`config.mk`:
```
export PLATFORM = sky130hd
export DESIGN_NAME = multi_edge_detector
export DESIGN_NICKNAME = d
export VERILOG_FILES = /design/src/rtl/edge_det_pkg.sv /design/src/rtl/edge_det_channel.sv /design/src/rtl/multi_edge_detector.sv
export SDC_FILE = /design/constraint.sdc
export NUM_CORES = 1
export LEC_CHECK = 0
export BUFFER_PORTS_ARGS = -buffer_cell sky130_fd_sc_hd__buf_2
export CAP_MARGIN = 25
export CORE_UTILIZATION = 40
export DETAILED_ROUTE_END_ITERATION = 7
export HOLD_SLACK_MARGIN = 0.12
export PLACE_DENSITY = 0.77
export SLEW_MARGIN = 0
export SYNTH_ARGS = -nofsm -noshare
export SYNTH_HDL_FRONTEND = slang
export SYNTH_SLANG_ARGS = --single-unit
```
`constraint.sdc`:
```
create_clock -name clk -period 1.1 [get_ports clk]
set_input_delay 0.11 -clock clk [delete_from_list [all_inputs] [get_ports clk]]
set_output_delay 0.11 -clock clk [all_outputs]
set_load 0.05 [all_outputs]
```
`src/rtl/edge_det_pkg.sv`:
```
// edge_det_pkg
// Shared types and constants for the multi-channel edge detector:
//   arm_state_e - arming FSM state encoding (ARMING, ACTIVE)
//   DEF_*       - default parameter values for the top level
//   cnt_width() - bits needed to hold a count of 0..max_val
package edge_det_pkg;

    typedef enum logic {
        ARMING = 1'b0,
        ACTIVE = 1'b1
    } arm_state_e;

    localparam int DEF_WIDTH        = 8;
    localparam int DEF_SYNC_STAGES  = 2;
    localparam int DEF_PULSE_CYCLES = 1;

    function automatic int cnt_width(input int max_val);
        int w;
        w = $clog2(max_val + 1);
        return (w < 1) ? 1 : w;
    endfunction

endpackage

```
`src/rtl/edge_det_channel.sv`:
```
// edge_det_channel
// One detector channel: input synchroniser, history flop, pulse-stretch
// down-counter and sticky pending flag.
// Ports:
//   clk_i        clock
//   rst_i        synchronous active-high reset
//   active_i     arming complete; edges only qualify when high
//   sig_i        raw level input (may be asynchronous)
//   rise_en_i    qualify 0->1 transitions
//   fall_en_i    qualify 1->0 transitions
//   clear_i      write-1-to-clear for the pending flag
//   pulse_o      stretched pulse, PULSE_CYCLES long after the last edge
//   pending_o    sticky flag set by a qualifying edge
module edge_det_channel
    import edge_det_pkg::*;
#(
    parameter int SYNC_DEPTH   = 1,
    parameter int PULSE_CYCLES = DEF_PULSE_CYCLES
) (
    input  logic clk_i,
    input  logic rst_i,
    input  logic active_i,
    input  logic sig_i,
    input  logic rise_en_i,
    input  logic fall_en_i,
    input  logic clear_i,
    output logic pulse_o,
    output logic pending_o
);

    localparam int CW = cnt_width(PULSE_CYCLES);

    logic [SYNC_DEPTH-1:0] sync_q;
    logic                  hist_q;
    logic [CW-1:0]         cnt_q, cnt_d;
    logic                  pend_q, pend_d;
    logic                  s, rise, fall, qual;

    assign s    = sync_q[SYNC_DEPTH-1];
    assign rise = s & ~hist_q;
    assign fall = ~s & hist_q;
    // Enables are used combinationally in the detection cycle.
    assign qual = active_i & ((rise & rise_en_i) | (fall & fall_en_i));

    always_comb begin
        cnt_d = cnt_q;
        if (qual)
            cnt_d = CW'(PULSE_CYCLES);   // retrigger restarts the full stretch
        else if (cnt_q != '0)
            cnt_d = cnt_q - CW'(1);
        // A new edge beats a simultaneous clear.
        pend_d = qual | (pend_q & ~clear_i);
    end

    always_ff @(posedge clk_i) begin
        if (rst_i) begin
            sync_q <= '0;
            hist_q <= 1'b0;
            cnt_q  <= '0;
            pend_q <= 1'b0;
        end else begin
            sync_q[0] <= sig_i;
            for (int i = 1; i < SYNC_DEPTH; i++)
                sync_q[i] <= sync_q[i-1];
            hist_q <= s;
            cnt_q  <= cnt_d;
            pend_q <= pend_d;
        end
    end

    assign pulse_o   = (cnt_q != '0);
    assign pending_o = pend_q;

endmodule

```
`src/rtl/multi_edge_detector.sv`:
```
// multi_edge_detector
// WIDTH independent edge-detect channels with pulse stretching, sticky
// pending flags and a shared arming FSM that masks start-up transients.
// Build option: define EDGE_DET_SYNC_EN for a SYNC_STAGES-deep synchroniser
// per channel; otherwise each channel uses a single sample flop.
// Ports:
//   clk            clock
//   rst            synchronous active-high reset
//   signal_in      raw level inputs
//   rise_en        per-channel rising-edge enable
//   fall_en        per-channel falling-edge enable
//   event_clear    per-channel write-1-to-clear of event_pending
//   pulse_out      per-channel stretched pulse
//   event_pending  per-channel sticky event flag
//   any_pending    registered OR of event_pending
//
// state  | meaning
// -------+---------------------------------------------------------------
// ARMING | pipeline filling after reset; history tracks input, no edges
// ACTIVE | normal detection
module multi_edge_detector
    import edge_det_pkg::*;
#(
    parameter int WIDTH        = DEF_WIDTH,
    parameter int SYNC_STAGES  = DEF_SYNC_STAGES,
    parameter int PULSE_CYCLES = DEF_PULSE_CYCLES
) (
    input  logic             clk,
    input  logic             rst,
    input  logic [WIDTH-1:0] signal_in,
    input  logic [WIDTH-1:0] rise_en,
    input  logic [WIDTH-1:0] fall_en,
    input  logic [WIDTH-1:0] event_clear,
    output logic [WIDTH-1:0] pulse_out,
    output logic [WIDTH-1:0] event_pending,
    output logic             any_pending
);

`ifdef EDGE_DET_SYNC_EN
    localparam int N = SYNC_STAGES;
`else
    localparam int N = 1;
`endif

    localparam int ACW = cnt_width(N);

    if (WIDTH < 1)        $error("WIDTH must be >= 1");
    if (SYNC_STAGES < 2)  $error("SYNC_STAGES must be >= 2");
    if (PULSE_CYCLES < 1) $error("PULSE_CYCLES must be >= 1");

    arm_state_e       state_q;
    logic [ACW-1:0]   arm_cnt_q;
    logic             any_q;
    logic [WIDTH-1:0] pend_w;

    // Arming holds for N+1 cycles: N to fill the sample pipeline plus one
    // so history matches the first valid sample.
    always_ff @(posedge clk) begin
        if (rst) begin
            state_q   <= ARMING;
            arm_cnt_q <= '0;
            any_q     <= 1'b0;
        end else begin
            case (state_q)
                ARMING: begin
                    if (arm_cnt_q == ACW'(N))
                        state_q <= ACTIVE;
                    else
                        arm_cnt_q <= arm_cnt_q + ACW'(1);
                end
                default: state_q <= ACTIVE;
            endcase
            any_q <= |pend_w;
        end
    end

    for (genvar g = 0; g < WIDTH; g++) begin : g_ch
        edge_det_channel #(
            .SYNC_DEPTH   (N),
            .PULSE_CYCLES (PULSE_CYCLES)
        ) u_ch (
            .clk_i     (clk),
            .rst_i     (rst),
            .active_i  (state_q == ACTIVE),
            .sig_i     (signal_in[g]),
            .rise_en_i (rise_en[g]),
            .fall_en_i (fall_en[g]),
            .clear_i   (event_clear[g]),
            .pulse_o   (pulse_out[g]),
            .pending_o (pend_w[g])
        );
    end

    assign event_pending = pend_w;
    assign any_pending   = any_q;

endmodule

```
==> results of run 1 <==
-- registers in the layout, summed over array words and instances (netlist names) --
name                 cells
g_ch.u_ch.pulse_o        8
state_q                  1
any_pending              1
g_ch.u_ch.pending_o      8
g_ch.u_ch.s              8
g_ch.u_ch.hist_q         8
arm_cnt_q                1
-- cells by family (layout without fill, tap and decap cells) --
| family | count (synthesis) | in the layout | synth area share, % |
|---|---|---|---|
| and+or+nand+nor | 45 | 45 | 21.4 |
| DFF | 35 | 35 | 51.8 |
| buffers and inverters | 21 | 93 | 12.0 |
| AOI/OAI and AO/OA | 18 | 18 | 14.8 |
-- cell type report --
class | instances | area share (%)
clock buffers | 8 | 3.58
inverters | 1 | 0.195
multi-input cells | 63 | 25.5
flip-flops and latches | 35 | 36.4
well taps | 44 | 2.86
repair buffers | 84 | 31.5
-- routing by layer --
metal | track usage [%] | vias up
met3 | 3.90 | 10
met2 | 31.6 | 34
met1 | 15.0 | 444
li1 | - | 521
met5 | 0 | -
met4 | 14.0 | 0
-- where the power goes --
part / leakage [nW] / total (W) / internal (W) / switching (W)
logic: 0.569 / 0.000337 / 0.000183 / 0.000154
registers: 0.287 / 0.00134 / 0.00132 / 0.0000275
clock network: 0.0386 / 0.000779 / 0.000376 / 0.000403
total: 0.894 / 0.00246 / 0.00187 / 0.000584
-- synth_stat cells --
cell type	count
a21o_1	8
a21oi_1	2
a21oi_4	8
and2b_1	5
buf_12	1
buf_4	16
buf_6	1
clkbuf_1	2
dfxtp_1	35
inv_1	1
nand2b_4	1
nand3b_1	16
nor2_1	10
nor2b_1	11
nor4_1	2
-- how the worst max path moves through the flow --
stage,cells past startpoint,slack (ps),from,endpoint
floorplan,4,270,state_q$_SDFF_PP0_,g_ch[5].u_ch.pending_o$_SDFF_PP0_
global placement,2,180,g_ch[1].u_ch.pending_o$_SDFF_PP0_,any_pending$_SDFF_PP0_
detailed placement,2,160,g_ch[1].u_ch.pending_o$_SDFF_PP0_,any_pending$_SDFF_PP0_
CTS,1,30,g_ch[1].u_ch.pending_o$_SDFF_PP0_,event_pending[1]
global route,1,3,any_pending$_SDFF_PP0_,any_pending
finish,1,50,g_ch[1].u_ch.pending_o$_SDFF_PP0_,event_pending[1]
-- repair_timing --
action / in CTS / in global routing
gates resized for setup: 8 / 0
hold buffers: 32 / 0
hold endpoints to repair: 24 / 0
setup endpoints to repair: 8 / 0
-- cells in the final DEF, fill, tap and decap left out --
cell type	netlist	layout
buf_2	0	42
nor2b_1	11	11
clkbuf_1	2	1
dfxtp_1	35	35
dlygate4sd3_1	0	32
inv_1	1	1
and2b_1	5	5
a21oi_1	2	2
nand3b_1	16	16
clkbuf_8	0	2
nor2_1	10	10
nand2b_4	1	1
buf_4	16	10
clkbuf_4	0	5
nor4_1	2	2
a21oi_4	8	8
a21o_1	8	8
-- per-stage QoR --
step | hold slack, ps | setup slack, ps
floorplan | 235 | 272
global placement | 317 | 180
finish | 144 | 51.2
detailed placement | 322 | 163
CTS | 135 | 34.2
global route | 140 | 2.97
==> impl_metrics.yaml, run 1 <==
status:
  status: "completed"
routing:
  antenna_left: 0
  wl_per_cell_um: 11.6
  viasPerCell: 4.29
  dr.first_iter.drc_count: 27
  wl_met1_um: 1080
  dr.pass1.iters: 4
  wirelength_um: 2720
  met3WireLength_um: 115
  num_vias: 1009
  wl_met2_um: 1420
  top_layer: "met4"
  drc: 0
setup_path:
  r2r_cells: 2
  cp-start-kind: "flop"
  slowest_delay_ps: 380
  worst_setup_path_end_kind: "output port"
  required_ps: 990
  r2r-start: "g_ch[1].u_ch.pending_o$_SDFF_PP0_"
  cpLargestDelayFamily: "flip-flops"
  crit_buf_inv: 1
  crit_type: "flop to output port"
  worstPathCellList: "buf_4"
  cp_data_arrival_time_ps: 940
  r2r_end: "any_pending$_SDFF_PP0_"
  critPathMaxFanout: 3
  reg2reg_slack_ps: 180
  slowest_stage: "dfxtp_1"
logic_synthesis:
  synth_top_cell_by_area: "dfxtp_1"
  avgSynthCellArea_um2: 11.4
  netlist_instances: 119
  synth.top_cell.area_share_pct: 51.8
  synth_seq_cells: 35
  synth.cell_area_um2: 1350
  ys_types: 15
  ys_warn_count: 0
  syn-num-nets: 153
  synth_area_leaders: "dfxtp_1 (52%), a21oi_4 (9.6%), buf_4 (8.9%), nand3b_1 (8.9%), nor2b_1 (5.1%)"
  ys_seq_area_share_pct: 51.8
hold_path:
  hp-class: "input pin to flop"
  min_to: "arm_cnt_q$_SDFFE_PP0N_"
  whs_path_depth: 3
  min_from: "rst"
power_and_ir_drop:
  peakVddDrop_v: 0.000726
  p_leak_nw: 0.894
  total_power_w: 0.00246
  power.density_nw_per_um2: 1280
die:
  io_pins: 51
  fp.dieW_um: 60.2
  rows: 20
  die_area_um2: 3620
  core_um2: 3130
  start_util_pct: 43.3
  die_h_um: 60.2
placement:
  place_inst: 195
  detailed_place_hpwl_um: 1710
  place.gp.congestion: 0.624
  place_area_um2: 1520
  portBuffers: 50
cells_and_area:
  final_util_pct: 61.5
  postLayoutCellArea_um2: 1920
  fillCellCount: 256
  syn2layout_area_growth_pct: 42.1
  layout-drive-gt1-share_pct: 35.6
  n_antenna_cell: 0
  fin_cells: 235
  regArea_um2: 701
  multi_input_area_um2: 490
  nets: 224
timing:
  setup_viol: 0
  slew_viol_final: 0
  grt_setup_unrepaired: "no"
  fin_crit_sh_pct: 95.3
  period_needed_ps: 1050
  skew_ps: 4.64
  fmax_mhz: 953
  max_slew_margin_pct: 79.3
  setup_tns_ps: 0
  hold_viol: 0
  worstMarginPinSlew_ps: 307
clocking:
  cts_max_path_buffers: 2
  cts_tree: "built"
  cts_sinks: 35
  worstSkewPairLatency_ps: 340
  htreeDepth: 2
  post_cts_buffers: 0
  clk_pin_slew_worst_paths_ps: 100
  cts_root_buf: "clkbuf_4"
  cts_buffers: 5
global_route:
  grt_usage_pct: 16.9
  first_global_vias: 1001
  antenna_found_initial: 0
  grt_max_degree: 15
  grt_pass1_wl_um: 4150
  overflow: 0
flow_run:
  max-cap-violations: 0
Power figures use the tool's default switching activity.
==> inputs of run 2 (changes only) <==
--- a/config.mk
+++ b/config.mk
@@ -7,11 +7,12 @@
 export LEC_CHECK = 0
 export BUFFER_PORTS_ARGS = -buffer_cell sky130_fd_sc_hd__buf_2
 export CAP_MARGIN = 25
-export CORE_UTILIZATION = 40
+export CORE_UTILIZATION = 30
 export DETAILED_ROUTE_END_ITERATION = 7
 export HOLD_SLACK_MARGIN = 0.12
-export PLACE_DENSITY = 0.77
+export PLACE_DENSITY = 0.65
 export SLEW_MARGIN = 0
 export SYNTH_ARGS = -nofsm -noshare
 export SYNTH_HDL_FRONTEND = slang
+export SYNTH_HIERARCHICAL = 1
 export SYNTH_SLANG_ARGS = --single-unit
==> run 2 against run 1 <==
  * Combinational power shrank 10%
  * Worst hold slack worse by 13 ps
  * Final area decreased by 4.6%
  * Clock power up 28%
  * Worst setup slack got worse by 6.3 ps
==> impl_metrics.yaml, run 2 <==
power_and_ir_drop:
  p_comb_share_pct: 11.4
  seq_power_share_pct: 50.9
  power_switching_w: 0.000597
  power.density_nw_per_um2: 1440
  p_leak_nw: 0.866
  p_clk_share_pct: 37.7
  peakVddDrop_v: 0.000853
  intPower_w: 0.00205
  netSwitchingFraction_pct: 22.6
global_route:
  antenna_found_initial: 0
  grt_usage_pct: 13.4
  overflow: 0
  grt_max_degree: 21
  grt_pass1_wl_um: 4090
  first_global_vias: 994
timing:
  fmax_mhz: 948
  skew_ps: 1.82
  grt_setup_unrepaired: "no"
  hold_viol: 0
  fin_crit_sh_pct: 95.9
  max_slew_margin_pct: 76.0
  setup_viol: 0
  setup_tns_ps: 0
  period_needed_ps: 1060
  worstMarginPinSlew_ps: 359
  whs_ps: 132
  slew_viol_final: 0
placement:
  portBuffers: 50
  place.gp.congestion: 0.689
  detailed_place_hpwl_um: 1720
logic_synthesis:
  ys_seq_area_share_pct: 60.2
  ys_warn_count: 6
  synth_async_sr_flop_share_pct: 0
  synth.cell_area_um2: 1160
  synth.top_cell.area_share_pct: 60.2
  synth_seq_cells: 35
  synthFlopType: "dfxtp_1"
  synth_area_leaders: "dfxtp_1 (60%), nand3b_1 (10%), nor2b_1 (8.6%), a21oi_2 (6.0%), a21o_1 (5.2%)"
  syn-num-nets: 140
  yosys-top-cells-count: "dfxtp_1 (35), nand3b_1 (16), nor2b_1 (16), nor2_1 (10)"
  synth_edf_count: 0
  avgSynthCellArea_um2: 11.0
  netlist_instances: 106
  yosysMostFrequentCell: "dfxtp_1"
  ys_types: 10
  synth_top_cell_by_area: "dfxtp_1"
routing:
  num_vias: 1012
  dr.pass1.iters: 3
  viasPerCell: 4.23
  wirelength_um: 2540
  wl_met2_um: 1290
  met3WireLength_um: 180
  antenna_left: 0
  drc: 0
  wl_per_cell_um: 10.6
  dr.first_iter.drc_count: 20
  top_layer: "met4"
  wl_met1_um: 1040
setup_path:
  cp_data_arrival_time_ps: 950
  slowest_stage: "dfxtp_1"
  critPathMaxFanout: 3
  worst_setup_path_end_kind: "output port"
  crit_buf_inv: 1
  worstPathCellList: "buf_2"
  cpLargestDelayFamily: "flip-flops"
  crit_type: "flop to output port"
  cp-start-kind: "flop"
  slowest_delay_ps: 380
  required_ps: 990
hold_path:
  hp-class: "input pin to flop"
clocking:
  htreeDepth: 2
  cts_buffers: 5
  cts_root_buf: "clkbuf_8"
  cts_max_path_buffers: 2
  cts_tree: "built"
  worstSkewPairLatency_ps: 280
  cts_sinks: 35
  cts_resized: 0
  clk_pin_slew_worst_paths_ps: 60
die:
  core_um2: 3690
  die_area_um2: 4140
  die_h_um: 64.3
  io_pins: 51
  rows: 22
  start_util_pct: 31.6
  fp.dieW_um: 64.3
cells_and_area:
  n_antenna_cell: 0
  final_common_cell: "buf_2"
  layout-drive-gt1-share_pct: 36.1
  nets: 224
  syn2layout_area_growth_pct: 57.6
  layout_common_cells: "buf_2 (50), dfxtp_1 (35), dlygate4sd3_1 (23), nand3b_1 (16), nor2b_1 (16)"
status:
  status: "completed"
flow_run:
  max-cap-violations: 0
-- run 2: repair_timing --
action / in CTS / in global routing
buffers inserted: 0 / 0
hold buffers: 23 / 0
endpoints found under the hold margin: 16 / 0
-- run 2: worst reg2reg max path, cell delays in order, from the launching register on --
cell,delay (ps)
dfxtp_1,540
nand2b_1,130
a21oi_2,140
a21o_1,100
-- run 2: path summary, 6_finish.rpt --
check	end	slack (ps)	start	depth (start not counted)
worst min register to register	arm_cnt_q$_SDFFE_PP0N_	450	arm_cnt_q$_SDFFE_PP0N_	2
worst min-delay path	g_ch[7].u_ch/pulse_o$_SDFF_PP0_	130	fall_en[7]	3
worst max register to register	g_ch[6].u_ch/pending_o$_SDFF_PP0_	150	state_q$_SDFF_PP0_	3
worst max-delay path	event_pending[3]	40	g_ch[3].u_ch/pending_o$_SDFF_PP0_	1
-- run 2: per-layer routing --
layer | global-route usage [%] | up-vias
met5 | 0 | -
met4 | 5.83 | 0
met3 | 6.25 | 5
met2 | 24.2 | 32
met1 | 12.9 | 448
li1 | - | 527
-- run 2: stage by stage --
| step | cell area (um^2) | instances | util [%] | setup slack (ps) | power, W |
|---|---|---|---|---|---|
| floorplan | 1160 | 106 | - | 111 | 0.00150 |
| global placement | 1510 | 208 | 40.8 | 182 | 0.00161 |
| detailed placement | 1510 | 208 | 40.8 | 144 | 0.00162 |
| CTS | 1840 | 239 | 49.8 | 32.1 | 0.00268 |
| global route | 1840 | 239 | 49.8 | 1.37 | 0.00278 |
| finish | 1840 | 239 | 49.8 | 44.9 | 0.00265 |
-- run 2: power groups by stage --
stage	combinational, W	clock, W	sequential [W]
final	0.000302	0.000997	0.00135
after floorplan	0.0000766	0	0.00142
after global routing	0.000325	0.00110	0.00135
after global placement	0.000236	0	0.00137
after detailed placement	0.000240	0	0.00138
after CTS	0.000303	0.00103	0.00135
-- run 2: cell type report --
class	count	area, um^2
Fill cell	366	1850
Sequential cell	35	701
Timing Repair Buffer	77	510
Multi-Input combinational cell	70	460
Clock buffer	8	100
Tap cell	48	60.1
Inverter	1	3.75
-- run 2: cell families after synthesis --
group                  synth area share [%]
AO/OA/AOI/OAI                          12.0
buffers and inverters                 0.322
flip-flops                             60.2
AND/OR/NAND/NOR                        27.5
